**src/rtl/vital_alarm_controller_pkg.sv**
```systemverilog
// rtl/vital_alarm_controller_pkg.sv - shared types and constants for the vital-sign alarm stage
package vital_alarm_controller_pkg;

    typedef enum logic [1:0] {
        ST_NORMAL  = 2'd0,
        ST_PENDING = 2'd1,
        ST_ALARM   = 2'd2,
        ST_RECOVER = 2'd3
    } alarm_state_t;

    localparam int CNT_W             = 8;
    localparam int DEF_TRIP_COUNT    = 4;
    localparam int DEF_CLEAR_COUNT   = 8;

    function automatic logic is_one_hot3(input logic a, input logic b, input logic c);
        return ({a, b, c} == 3'b100) || ({a, b, c} == 3'b010) || ({a, b, c} == 3'b001);
    endfunction

endpackage

```
**src/rtl/vital_alarm_controller.sv**
```systemverilog
// rtl/vital_alarm_controller.sv - persistence-filtered alarm FSM fed by low/high limit comparators
module vital_alarm_controller
    import vital_alarm_controller_pkg::*;
#(
    parameter int TRIP_COUNT  = DEF_TRIP_COUNT,
    parameter int CLEAR_COUNT = DEF_CLEAR_COUNT
) (
    input  logic             clock,
    input  logic             reset,
    input  logic             sampleValid,
    input  logic             lowLess,
    input  logic             lowEqual,
    input  logic             lowGreater,
    input  logic             highLess,
    input  logic             highEqual,
    input  logic             highGreater,
    input  logic             ackPulse,
    output logic             alarm,
    output logic             pending,
    output logic             causeLow,
    output logic             causeHigh,
    output logic [CNT_W-1:0] tripCount,
    output logic             errFlag
);

    localparam logic [CNT_W-1:0] TRIP_N  = CNT_W'(TRIP_COUNT);
    localparam logic [CNT_W-1:0] CLEAR_N = CNT_W'(CLEAR_COUNT);

    alarm_state_t     state;
    logic [CNT_W-1:0] run;

    logic             flags_ok;
    logic             sample_ok;
    logic             malformed;
    logic             out_of_range;
    logic [CNT_W-1:0] run_inc;
    logic [CNT_W-1:0] trip_inc;

    always_comb begin
        flags_ok     = is_one_hot3(lowLess, lowEqual, lowGreater)
                     && is_one_hot3(highLess, highEqual, highGreater);
        sample_ok    = sampleValid && flags_ok;
        malformed    = sampleValid && !flags_ok;
        // Touching a limit exactly is still considered in range.
        out_of_range = lowLess || highGreater;
        run_inc      = run + CNT_W'(1);
        trip_inc     = (tripCount == {CNT_W{1'b1}}) ? tripCount : tripCount + CNT_W'(1);
    end

    always_ff @(posedge clock or posedge reset) begin
        if (reset) begin
            state     <= ST_NORMAL;
            run       <= '0;
            alarm     <= 1'b0;
            pending   <= 1'b0;
            causeLow  <= 1'b0;
            causeHigh <= 1'b0;
            tripCount <= '0;
            errFlag   <= 1'b0;
        end else begin
            if (malformed) begin
                errFlag <= 1'b1;
            end
            case (state)
                ST_NORMAL: begin
                    if (sample_ok && out_of_range) begin
                        if (TRIP_N == CNT_W'(1)) begin
                            state     <= ST_ALARM;
                            run       <= '0;
                            alarm     <= 1'b1;
                            causeLow  <= lowLess;
                            causeHigh <= highGreater;
                            tripCount <= trip_inc;
                        end else begin
                            state   <= ST_PENDING;
                            run     <= CNT_W'(1);
                            pending <= 1'b1;
                        end
                    end
                end
                ST_PENDING: begin
                    if (sample_ok) begin
                        if (!out_of_range) begin
                            state   <= ST_NORMAL;
                            run     <= '0;
                            pending <= 1'b0;
                        end else if (run_inc == TRIP_N) begin
                            state     <= ST_ALARM;
                            run       <= '0;
                            pending   <= 1'b0;
                            alarm     <= 1'b1;
                            causeLow  <= lowLess;
                            causeHigh <= highGreater;
                            tripCount <= trip_inc;
                        end else begin
                            run <= run_inc;
                        end
                    end
                end
                ST_ALARM: begin
                    // A sample arriving with the ack is deliberately not counted toward clearing.
                    if (ackPulse) begin
                        state <= ST_RECOVER;
                        run   <= '0;
                    end
                end
                ST_RECOVER: begin
                    if (sample_ok) begin
                        if (out_of_range) begin
                            run <= '0;
                        end else if (run_inc == CLEAR_N) begin
                            state     <= ST_NORMAL;
                            run       <= '0;
                            alarm     <= 1'b0;
                            causeLow  <= 1'b0;
                            causeHigh <= 1'b0;
                        end else begin
                            run <= run_inc;
                        end
                    end
                end
                default: begin
                    state <= ST_NORMAL;
                    run   <= '0;
                end
            endcase
        end
    end

endmodule

```
**config.mk**
```make
export PLATFORM = sky130hd
export DESIGN_NAME = vital_alarm_controller
export DESIGN_NICKNAME = d
export VERILOG_FILES = /design/src/rtl/vital_alarm_controller_pkg.sv /design/src/rtl/vital_alarm_controller.sv
export SDC_FILE = /design/constraint.sdc
export NUM_CORES = 1
export LEC_CHECK = 0
export CAP_MARGIN = 10
export CORE_UTILIZATION = 30
export CTS_BUF_LIST = sky130_fd_sc_hd__clkbuf_2 sky130_fd_sc_hd__clkbuf_4 sky130_fd_sc_hd__clkbuf_8
export DETAILED_ROUTE_END_ITERATION = 6
export HOLD_SLACK_MARGIN = 0.08
export PLACE_DENSITY = 0.58
export SYNTH_ARGS = -nofsm -noshare
export SYNTH_HDL_FRONTEND = slang
export SYNTH_SLANG_ARGS = --single-unit
```
**constraint.sdc**
```tcl
create_clock -name clock -period 3.6 [get_ports clock]
set_input_delay 0.9 -clock clock [delete_from_list [all_inputs] [get_ports clock]]
set_output_delay 0.9 -clock clock [all_outputs]
set_load 0.02 [all_outputs]
```
==> impl_metrics.ini <==
[outcome]
status = finished clean

[logic_synthesis]
yosys.area.top_type = dfrtp_1
ys_async_sr_fraction_pct = 100
synth_xor_area_share_pct = 5.98
muxShareOfSynthArea_pct = 2.14
syn-num-nets = 170
synth_area_leaders = dfrtp_1, xor2_1, nand3_1, nor3_1, o21ai_0
synth_enable_flop_cells = 0
synth_top_flop_cell = dfrtp_1
synth_top_family_by_area = simple AND/OR/NAND/NOR gates
synth_area_sq_um = 1460
ys_seq_elements = 23
syn_avg_cell_area_sq_um = 9.27
synthCells = 158
synthAdderAreaFrac_pct = 1.71
synth-simple-area-share_pct = 24.4
synth-compound-area-share_pct = 20.9
synth_commonest_cells = dfrtp_1, nand2_1, nor2_1
yosys_warnings = 0
synth.most_common_cell = dfrtp_1
yosysSeqAreaShare_pct = 39.3
synth_top_cell_area_share_pct = 39.3
synth_cell_types = 44

[floorplan]
fp.dieArea_sq_um = 5160
coreArea_sq_um = 4720
start_util_pct = 31.0
ios = 23
die_w_microns = 71.9
rows = 25
die_h_microns = 71.9

[layout]
drive_above_1_share_pct = 9.60
finalNonFillerCells = 244
fin_area_sq_um = 1780
final_util_pct = 37.7
syn_to_final_growth_pct = 21.5
num_antenna_cells = 0
finalNetCount = 190
nFillCells = 497

[clocking]
cts_setup_buffers = 0
cts_tree = built
cts.clk_slew.worst_paths_ns = 0.08
cts.sinks = 23
clk_latency_ns = 0.27
cts_buffers = 3
htree_levels = 1
cts_buffer_depth = 2
hold_buffers = 0
cts_root_buffer = clkbuf_8
cts_resized = 0

[timing]
slew_headroom_pct = 37.2
setup_slack_ns = 0.512
rsz0062_at_grt = no
finalCritPeriodShare_pct = 85.8
period_minus_slack_ns = 3.09
worst_hold_slack_ns = 0.464
clock.fmax_mhz = 324
setup_violations = 0
hold_viol = 0
tightest_slew_ns = 0.940
maxSlewViolCount = 0
tns_ns = 0
skew_ns = 0.0117

[setup_path]
critical_path_class = primary input to flop
endpoint_kind = flop
crit_fanout = 8
worst_ep_arrival_time_ns = 3.23
worstPathRequired_ns = 3.74
critPathLaunchType = primary input

[power]
ir_worst_vdd_mv = 0.192
power.density_nw_per_um2 = 314
p_leak_nw = 0.704
p_total_mw = 0.559

[global_route]
grt_use_total_pct = 13.6
grt_max_degree = 24
grt_pass1_wl_mm = 5.58
antenna_found_initial = 0
grt_pass1_vias = 1139
grt-ovfl-total = 0

[placement]
placedCellCount = 240
io_buffers = 22
dp_slack_ns = 0.226
dpl.hpwl_mm = 2.37
placed_area_sq_um = 1730
gpl.final_weighted_congestion = 0.779

[detailed_routing]
route.detailed.drc = 0
final_antenna_net_count = 0
drt-pass1-iter-count = 4
drt-initial-drc-count = 79
num_vias = 1261
via_per_inst = 5.17
drt-total-wl_mm = 3.28
avgRoutedWirePerCell_microns = 13.4

[job]
cap_violations = 0

[min_path]
hold_path_class = flop to flop
[path summary, 6_finish.rpt]
kind | from | cells past startpoint | slack, ns | end
setup reg to reg | run[2] | 5 | 1.02 | tripCount[1]
min in group asynchronous | reset | 2 | 1.14 | run[5]
max in group asynchronous | reset | 2 | 1.87 | run[6]
hold reg to reg | errFlag | 1 | 0.46 | errFlag
setup / recovery | highEqual | 6 | 0.51 | tripCount[1]
hold / removal | errFlag | 1 | 0.46 | errFlag
[flip-flops by register name, summed over array words and instances (netlist names), named ones only]
name       count
alarm          1
state          1
causeHigh      1
pending        1
run            8
causeLow       1
errFlag        1
tripCount      8
[where the power goes]
group | total [mW] | internal (mW) | switching, mW
combinational | 0.0973 | 0.0461 | 0.0511
clock | 0.172 | 0.0865 | 0.0852
sequential | 0.290 | 0.273 | 0.0173
[metal layers]
layer	track usage [%]	vias to the layer above	wire length, microns
met5	0	-	0
met4	5.23	0	35
met3	1.27	2	43
met2	20.9	16	1530
met1	19.9	623	1670
li1	-	620	-
[cell type report]
cell class	instances	area (sq um)	area share (%)
Multi-Input combinational cell	119	806	45.3
Sequential cell	23	576	32.3
Timing Repair Buffer	25	243	13.6
Tap cell	67	83.8	4.71
Clock buffer	4	48.8	2.74
Inverter	6	22.5	1.27
[critical path: stages]
cell	delay [ns]
clkdlybuf4s50_1	0.44
o21a_1	0.20
nor4_2	0.40
nand4_1	0.16
or4_1	0.75
mux2_1	0.38
[placed cells by master (no fill, tap or decap), drive strengths merged, types with 2 or more instances in the layout]
cell | synthesis | layout
nand2b | 2 | 2
xor2 | 6 | 6
o21a | 2 | 2
a2bb2oi | 2 | 2
nor2 | 10 | 10
o31ai | 4 | 4
nand2 | 10 | 10
nor4 | 2 | 2
mux2i | 2 | 2
o41ai | 2 | 2
o2bb2ai | 2 | 2
clkbuf | 6 | 4
nand4 | 5 | 5
o21ai | 8 | 8
nor3 | 10 | 10
inv | 6 | 6
dfrtp | 23 | 23
or4 | 3 | 3
a21o | 2 | 2
or2 | 4 | 4
ha | 2 | 2
and2 | 4 | 4
xnor2 | 4 | 4
and4 | 2 | 2
nand3 | 8 | 8
buf | 4 | 3
a21oi | 7 | 7
clkdlybuf4s50 | 0 | 22
a211oi | 5 | 5
o221ai | 2 | 2
[cells by family (layout without fill, tap and decap cells)]
logic type	count (synthesis)	after routing
AO/OA/AOI/OAI	42	42
XOR/XNOR	10	10
adder cells (fa/ha/maj)	2	2
buffers and inverters	16	35
flip-flops	23	23
multiplexers	3	3
AND/OR/NAND/NOR	62	62
Power figures use the tool's default switching activity.
